## src/rtl/pack_fifo_pkg.sv

```systemverilog
// Shared defaults and width helpers for the lane-packing FIFO.
package pack_fifo_pkg;

  localparam int DEF_IN_W      = 8;
  localparam int DEF_RATIO     = 4;
  localparam int DEF_DEPTH     = 8;
  localparam int DEF_LSB_FIRST = 1;

  // Index/pointer width for a range of n entries (n >= 2).
  function automatic int idx_width(input int n);
    return $clog2(n);
  endfunction

  // Count must also represent the value n itself.
  function automatic int cnt_width(input int n);
    return $clog2(n) + 1;
  endfunction

endpackage

```

## src/rtl/pack_fifo_ram.sv

```systemverilog
// Word storage: one synchronous write port, one asynchronous read port.
module pack_fifo_ram
  import pack_fifo_pkg::*;
#(
  parameter int DEPTH = DEF_DEPTH,
  parameter int W     = DEF_IN_W * DEF_RATIO + DEF_RATIO
) (
  input  logic                        clk,
  input  logic                        we,
  input  logic [idx_width(DEPTH)-1:0] waddr,
  input  logic [W-1:0]                wdata,
  input  logic [idx_width(DEPTH)-1:0] raddr,
  output logic [W-1:0]                rdata
);

  logic [W-1:0] mem [DEPTH];

  always_ff @(posedge clk) begin
    if (we) begin
      mem[waddr] <= wdata;
    end
  end

  assign rdata = mem[raddr];

endmodule

```

## src/rtl/pack_fifo.sv

```systemverilog
// Packs IN_W-bit lanes into RATIO-lane words with a keep mask, then queues them.
module pack_fifo
  import pack_fifo_pkg::*;
#(
  parameter int IN_W      = DEF_IN_W,
  parameter int RATIO     = DEF_RATIO,
  parameter int DEPTH     = DEF_DEPTH,
  parameter int LSB_FIRST = DEF_LSB_FIRST
) (
  input  logic                        clk,
  input  logic                        rst,
  input  logic                        in_valid,
  output logic                        in_ready,
  input  logic [IN_W-1:0]             in_data,
  input  logic                        in_last,
  output logic                        out_valid,
  input  logic                        out_ready,
  output logic [IN_W*RATIO-1:0]       out_data,
  output logic [RATIO-1:0]            out_keep,
  output logic                        full,
  output logic                        empty,
  output logic [cnt_width(DEPTH)-1:0] count
);

  localparam int OUT_W  = IN_W * RATIO;
  localparam int LANE_W = idx_width(RATIO);
  localparam int PTR_W  = idx_width(DEPTH);
  localparam int CNT_W  = cnt_width(DEPTH);

  logic [LANE_W-1:0] lane_idx_reg;
  logic [OUT_W-1:0]  partial_data_reg;
  logic [RATIO-1:0]  partial_keep_reg;
  logic [PTR_W-1:0]  wr_ptr_reg;
  logic [PTR_W-1:0]  rd_ptr_reg;
  logic [CNT_W-1:0]  count_reg;

  logic [LANE_W-1:0]        lane_pos;
  logic [OUT_W-1:0]         word_next;
  logic [RATIO-1:0]         keep_next;
  logic [OUT_W+RATIO-1:0]   rd_word;
  logic                     accept;
  logic                     close_word;
  logic                     pop;

  assign full      = (count_reg == CNT_W'(DEPTH));
  assign empty     = (count_reg == '0);
  assign in_ready  = !full;
  assign out_valid = !empty;
  assign count     = count_reg;

  assign accept     = in_valid && in_ready;
  assign close_word = accept && (in_last || (lane_idx_reg == LANE_W'(RATIO - 1)));
  assign pop        = out_valid && out_ready;

  // Physical lane that the current logical index maps to.
  assign lane_pos = (LSB_FIRST != 0) ? lane_idx_reg
                                     : LANE_W'(RATIO - 1) - lane_idx_reg;

  for (genvar gi = 0; gi < RATIO; gi++) begin : g_lane
    assign word_next[gi*IN_W +: IN_W] = (lane_pos == LANE_W'(gi)) ? in_data
                                                                : partial_data_reg[gi*IN_W +: IN_W];
    assign keep_next[gi] = (lane_pos == LANE_W'(gi)) || partial_keep_reg[gi];
  end

  always_ff @(posedge clk or posedge rst) begin
    if (rst) begin
      lane_idx_reg     <= '0;
      partial_data_reg <= '0;
      partial_keep_reg <= '0;
      wr_ptr_reg       <= '0;
      rd_ptr_reg       <= '0;
      count_reg        <= '0;
    end else begin
      if (close_word) begin
        // Clearing the partial word keeps unwritten lanes of the next word at zero.
        lane_idx_reg     <= '0;
        partial_data_reg <= '0;
        partial_keep_reg <= '0;
        wr_ptr_reg       <= wr_ptr_reg + PTR_W'(1);
      end else if (accept) begin
        lane_idx_reg     <= lane_idx_reg + LANE_W'(1);
        partial_data_reg <= word_next;
        partial_keep_reg <= keep_next;
      end
      if (pop) begin
        rd_ptr_reg <= rd_ptr_reg + PTR_W'(1);
      end
      case ({close_word, pop})
        2'b10:   count_reg <= count_reg + CNT_W'(1);
        2'b01:   count_reg <= count_reg - CNT_W'(1);
        default: count_reg <= count_reg;
      endcase
    end
  end

  pack_fifo_ram #(
    .DEPTH (DEPTH),
    .W     (OUT_W + RATIO)
  ) u_ram (
    .clk   (clk),
    .we    (close_word),
    .waddr (wr_ptr_reg),
    .wdata ({keep_next, word_next}),
    .raddr (rd_ptr_reg),
    .rdata (rd_word)
  );

  // Stale storage contents never leak out while nothing is stored.
  assign out_data = empty ? '0 : rd_word[OUT_W-1:0];
  assign out_keep = empty ? '0 : rd_word[OUT_W +: RATIO];

endmodule

```

## config.mk

```make
export PLATFORM = sky130hd
export DESIGN_NAME = pack_fifo
export DESIGN_NICKNAME = d
export VERILOG_FILES = /design/src/rtl/pack_fifo_pkg.sv /design/src/rtl/pack_fifo_ram.sv /design/src/rtl/pack_fifo.sv
export SDC_FILE = /design/constraint.sdc
export NUM_CORES = 1
export LEC_CHECK = 0
export ABC_AREA = 1
export BUFFER_PORTS_ARGS = -buffer_cell sky130_fd_sc_hd__buf_2
export CAP_MARGIN = 10
export CORE_MARGIN = 2
export CORE_UTILIZATION = 50
export DETAILED_ROUTE_END_ITERATION = 6
export PLACE_DENSITY = 0.7
export SLEW_MARGIN = 0
export SYNTH_ARGS = -nofsm -noshare
export SYNTH_HDL_FRONTEND = slang
export SYNTH_SLANG_ARGS = --single-unit
```

## constraint.sdc

```tcl
create_clock -name clk -period 2.9 [get_ports clk]
set_input_delay 0.29 -clock clk [delete_from_list [all_inputs] [get_ports clk]]
set_output_delay 0.29 -clock clk [all_outputs]
set_load 0.05 [all_outputs]
```

### Word level (Yosys, flattened, before mapping)

Memory sizes are Yosys's and may differ from the RTL's.
Index checks and enable logic that the tools add are counted.

* register bits after elaboration: 48
* bits in writable memories: 288
* input bits: 13
* output and inout port bits: 44
* word-level logic and storage cells: 47
* memories kept: 1

* add/sub/neg operators: 5
* equality and inequality tests: 6
* mux-type cells: 15
* reductions and logical operators: 14

Memories
* u_ram.mem: words 8, bits a word 36, rd ports 1, clocked after memory_dff 0, write ports 1, line pack_fifo_ram.sv:16 `logic [W-1:0] mem [DEPTH];`

Operators by type and width (count)
* $mux W32: 3
* $mux W8: 4
* $mux W4: 3
* $pmux W4 S2: 1
* $add A3 B1 Y3 const B: 2
* $eq A2 B2 Y1 const B: 3
* $logic_or A1 B1 Y1: 5
* $add A4 B1 Y4 const B: 1
* $eq A2 B1 Y1 const B: 2
* $eq A4 B4 Y1 const B: 1
* $logic_not A4 Y1: 1
* $mux W2: 2
* $reduce_bool A2 Y1: 2
* $sub A4 B1 Y4 const B: 1
* $logic_and A1 B1 Y1: 3
* $add A2 B1 Y2 const B: 1
* $logic_not A1 Y1: 2
* $logic_not A2 Y1: 1
* $mux W1: 2

### Longest topological paths before layout

* depth after elaboration: 6
* gate-level depth with buffers: 13
* mapped depth without buffers: 12

### Hierarchy

Synthesis repeated with hierarchy kept, for this count alone.

* cell total of the unflattened synthesis: 1632
* area total of the unflattened synthesis: 15406.0 µm²

By module, submodules not included
* pack_fifo_ram: instances 1, cells an instance 1261, area each 12560.8 µm², seq. area each 8648.3 µm²
* pack_fifo: instances 1, cells an instance 371, area each 2845.2 µm², seq. area each 1201.2 µm²

### Least setup slack after synthesis

OpenSTA, ideal clock, no wires.

* path type: flip-flop to flip-flop
* start point: register count_reg[0] (netlist: count[0])
* end point: memory u_ram.mem[0][0] in the netlist's numbering (enable)
* setup time: 429 ps
* arrival time: 3111 ps
* setup slack: -640 ps
* stages on the path, launching flop included: 6
* buffers on the path: 0
* cells stage by stage: dfrtp_1 nor2_4 nand2_2 nand3_4 or2_1 nor2_1

* cells in the longest elaborated chain, start to end: 6

RTL lines
* from (decl): line pack_fifo.sv:35 `logic [CNT_W-1:0] count_reg;`
* from (signal assigned): line pack_fifo.sv:89 `2'b10: count_reg <= count_reg + CNT_W'(1);`
* from (signal assigned): line pack_fifo.sv:90 `2'b01: count_reg <= count_reg - CNT_W'(1);`
* from (signal assigned): line pack_fifo.sv:91 `default: count_reg <= count_reg;`
* $eq A4 B4 Y1: line pack_fifo.sv:45 `assign full = (count_reg == CNT_W'(DEPTH));`
* $logic_not A1 Y1: line pack_fifo.sv:47 `assign in_ready = !full;`
* net in_ready: line pack_fifo.sv:13 `output logic in_ready,`
* $logic_and A1 B1 Y1: line pack_fifo.sv:51 `assign accept = in_valid && in_ready;`
* $logic_and A1 B1 Y1: line pack_fifo.sv:52 `assign close_word = accept && (in_last || (lane_idx_reg == LANE_W'(RATIO - 1)));`
* $mux W1: line pack_fifo_ram.sv:19 `if (we) begin`
* $mux W1 (implied by the code): line pack_fifo_ram.sv:20 `mem[waddr] <= wdata;`
* to (decl): line pack_fifo_ram.sv:16

The timed path passes the listed nets, and every way through them passes these cells.

### Final worst setup path

* start point: register rd_ptr_reg[1]
* end point: output out_data[0]

* cells in the longest elaborated chain, start to end: 2

RTL lines
* from (decl): line pack_fifo.sv:34 `logic [PTR_W-1:0] rd_ptr_reg;`
* from (signal assigned): line pack_fifo.sv:86 `rd_ptr_reg <= rd_ptr_reg + PTR_W'(1);`
* $mem_v2 Z8 W36
* $mux W32: line pack_fifo.sv:109 `assign out_data = empty ? '0 : rd_word[OUT_W-1:0];`
* to (decl): line pack_fifo.sv:18 `output logic [IN_W*RATIO-1:0] out_data,`

No other way between the ends.

==> results.py <==
metrics = {
    "yosys": {
        "synthMostInstantiatedCell": "sky130_fd_sc_hd__edfxtp_1",
        "yosys_warnings": 0,
        "syn_avg_cell_area_sq_um": 12.3,
        "postSynthRegisterBits": 336,
        "post-synth-top-area-fraction_pct": 62.5,
        "yosys_most_used_dff": "sky130_fd_sc_hd__edfxtp_1",
        "async_reset_ff_share_pct": 14.3,
        "count_of_flip_flops_with_a_built_in_enable_after_synthesis": 288,
        "syn_nets": 1147,
        "syn_area_sq_um": 13800,
        "post_synth_most_frequent_cells": "sky130_fd_sc_hd__edfxtp_1 (288), sky130_fd_sc_hd__nor2_1 (226), sky130_fd_sc_hd__o21ai_0 (191)",
        "synth.yosys.seq_area_share_pct": 71.2,
        "netlist_instances": 1126,
        "synth_area_leaders": "sky130_fd_sc_hd__edfxtp_1 (62%), sky130_fd_sc_hd__dfrtp_1 (8.7%), sky130_fd_sc_hd__o21ai_0 (6.9%)",
        "synth_cell_type_count": 33,
        "yosysTopAreaCell": "sky130_fd_sc_hd__edfxtp_1",
    },
    "clocking": {
        "cts_root_buf": "sky130_fd_sc_hd__clkbuf_16",
        "tritoncts_clock_tree": "done",
        "clock_tree.buffer_depth": 3,
        "insertion_delay_ns": 0.52,
        "cts_resized": 0,
        "clk_pin_slew_worst_paths_ns": 0.05,
        "cts.htree.levels": 2,
        "cts_inserted_buffers": 35,
        "clkSinkCount": 336,
    },
    "worst_setup_path": {
        "critical_path.slowest_cell": "sky130_fd_sc_hd__dfrtp_4",
        "critPathKind": "flip-flop to output port",
        "crit_fanout": 45,
        "cp-startpoint": "rd_ptr_reg[1]",
        "startpoint_class_of_the_critical_path": "flip-flop",
        "timing.critical_path.to": "out_data[0]",
        "reg2reg_setup_slack_ns": 0.58,
        "timing.critical_path.required_ns": 2.61,
        "max_stage_delay_ns": 0.68,
        "r2r-start": "lane_idx_reg[0]",
        "worst_r2r_path_depth": 12,
        "end_kind": "output port",
        "cell_by_cell_trace_of_the_critical_path": "buf_12 > nor2_1 > o21ai_0 > o21ai_1 > o21ai_0 > nor2_1 > buf_2",
        "worst-endpoint-arrival_ns": 2.56,
        "worstReg2RegEnd": "count[2]",
    },
    "timing": {
        "timing.final.crit_period_ns": 2.85,
        "final-setup-viol-count": 0,
        "finClkSkew_ns": 0.0212,
        "post-route-period-util_pct": 98.3,
        "smallest_setup_slack_after_layout_ns": 0.0490,
        "finalHoldViolCount": 0,
        "timing.slew.headroom_pct": 29.3,
        "slew_viol_final": 0,
        "fmax_mhz": 351,
        "unrepaired_setup_endpoints_after_global_routing": "false",
        "worstMarginPinSlew_ns": 1.05,
    },
    "final_layout": {
        "antenna_cells": 0,
        "post-route-cell-area_sq_um": 15900,
        "layout-drive-gt1-share_pct": 14.1,
        "layout.nets": 1209,
        "largest_register_ffs": 288,
        "final.fill_count": 2071,
        "stdcell_count": 1587,
        "flow.area_growth_from_synthesis_pct": 14.9,
    },
    "routing": {
        "first_pass_iters": 6,
        "drtIter0Drc": 843,
        "avgRoutedWirePerCell_um": 18.9,
        "final_antenna_net_count": 0,
        "routed_wirelength_um": 30000,
        "detailroute.via_count": 8744,
        "post_drt_via_cell_ratio": 5.51,
        "drc_errors": 0,
    },
    "floorplan": {
        "coreArea_sq_um": 27100,
        "row_count": 60,
        "die_w_um": 170,
        "design.portCount": 57,
        "full_die_area_sq_um": 29000,
        "chipHeight_um": 170,
        "initial_utilization_pct": 51.1,
    },
    "global_route": {
        "combined_global_route_utilization_of_all_metal_layers_pct": 21.2,
        "initial_antenna_violation_count": 0,
        "grt_start_max_net_pins": 70,
        "first_global_vias": 8263,
        "gr-total-overflow": 0,
        "wire_length_of_the_first_global_routing_pass_um": 46500,
    },
    "power": {
        "combPwrFrac_pct": 40.6,
        "power_leakage_nw": 6.01,
        "clock_power_share_pct": 23.6,
        "ir_drop_mv": 0.892,
        "power.sequential.fraction_pct": 35.8,
        "p_per_area_nw_per_um2": 1230,
        "cellInternalPower_mw": 11.4,
        "total_net_switching_power_mw": 8.06,
        "power.share.switching_pct": 41.3,
    },
    "place": {
        "place.gp.congestion": 0.797,
        "placed_cells_incl_taps": 1520,
        "io_buffers": 56,
        "dpl_worst_slack_ns": 0.519,
        "hpwlAfterDp_um": 16500,
        "placed_cell_area_sq_um": 14700,
    },
    "job": {
        "maxCapViolCount": 0,
    },
    "hold_path": {
        "hold_path_class": "input pin to flip-flop",
    },
    "status": {
        "outcome": "finished, final reports clean",
    },
}
[metrics by stage]
step / TNS [ns] / total power, mW / util [%] / hold slack (ns)
floorplan: -81.53 / 12.9 / - / 0.428
global placement: 0 / 14.8 / 54.1 / 0.447
detailed placement: 0 / 14.9 / 54.1 / 0.453
CTS: 0 / 19.6 / 58.6 / 0.120
global route: 0 / 20.6 / 58.7 / 0.147
finish: 0 / 19.5 / 58.7 / 0.133
[worst min path at each step]
stage | start | end | slack, ns | cells past startpoint
6_report | in_valid | partial_data_reg[2] | 0.13 | 3
3_5_place_dp | partial_data_reg[26] | partial_data_reg[26] | 0.45 | 2
5_1_grt | in_valid | partial_data_reg[2] | 0.15 | 3
4_1_cts | in_valid | partial_data_reg[2] | 0.12 | 3
2_1_floorplan | partial_keep_reg[3] | partial_keep_reg[3] | 0.43 | 2
3_3_place_gp | partial_keep_reg[3] | partial_keep_reg[3] | 0.45 | 2
[layer usage]
metal | wire length [um] | vias up | track usage, %
met4 | 671 | 0 | 7.43
met3 | 2040 | 53 | 3.00
met1 | 13300 | 4211 | 30.5
li1 | - | 4132 | -
met2 | 14000 | 348 | 33.6
met5 | 0 | - | 0
[cell usage in the layout, fill, tap and decap left out, types with 4 or more instances in the layout]
cell type,instances
sky130_fd_sc_hd__clkbuf_16,36
sky130_fd_sc_hd__nor2_1,218
sky130_fd_sc_hd__o22ai_1,36
sky130_fd_sc_hd__mux2i_1,36
sky130_fd_sc_hd__or2_2,4
sky130_fd_sc_hd__nor2_4,9
sky130_fd_sc_hd__o21ai_0,191
sky130_fd_sc_hd__o31ai_1,24
sky130_fd_sc_hd__xor2_1,5
sky130_fd_sc_hd__nand3_1,8
sky130_fd_sc_hd__bufinv_16,5
sky130_fd_sc_hd__dfrtp_1,46
sky130_fd_sc_hd__edfxtp_1,288
sky130_fd_sc_hd__inv_1,56
sky130_fd_sc_hd__buf_12,13
sky130_fd_sc_hd__nand2_1,87
sky130_fd_sc_hd__clkinv_1,4
sky130_fd_sc_hd__buf_4,22
sky130_fd_sc_hd__ha_1,8
sky130_fd_sc_hd__buf_2,56
sky130_fd_sc_hd__o21ai_1,24
sky130_fd_sc_hd__clkinv_2,7
sky130_fd_sc_hd__clkbuf_1,4
[worst max-delay path, delay by kind of cell (launching register included)]
kind	cells	cell delay (ns)
AND/OR/NAND/NOR	2	0.48
flip-flops	1	0.68
buffers and inverters	2	0.60
AO/OA/AOI/OAI	3	0.28
[logic make-up (layout without fill, tap and decap cells)]
| logic type | Yosys count | after routing | share of synthesized area (%) |
|---|---|---|---|
| flip-flops | 336 | 336 | 71.2 |
| AND/OR/NAND/NOR | 332 | 332 | 9.39 |
| AO/OA/AOI/OAI | 280 | 280 | 11.1 |
| buffers and inverters | 127 | 216 | 4.56 |
| multiplexers | 37 | 37 | 2.68 |
| adder cells (fa/ha/maj) | 8 | 8 | 0.723 |
| XOR/XNOR | 6 | 6 | 0.380 |
[layout make-up]
cell class | instances | area [sq um] | area share (%)
clock buffers | 42 | 943 | 5.93
clock inverters | 22 | 262 | 1.64
inverters | 59 | 221 | 1.39
multi-input cells | 663 | 3420 | 21.5
flip-flops and latches | 336 | 9860 | 62.0
well taps | 372 | 465 | 2.93
repair buffers | 93 | 727 | 4.57
[power groups by stage]
stage	Clock, mW	Combinational [mW]	Sequential (mW)
final	4.61	7.91	6.98
after global routing	4.84	8.67	7.04
after CTS	4.68	7.92	7.00
after detailed placement	0	7.78	7.13
after global placement	0	7.67	7.11
after floorplan	0	5.95	6.97
[repair_timing]
item	4_1_cts	5_1_grt
setup buffers	1	1
hold endpoints to repair	35	0
endpoints found under the setup margin	1	16
hold buffers	1	0
Note: power is estimated with default switching activity, not from simulation.
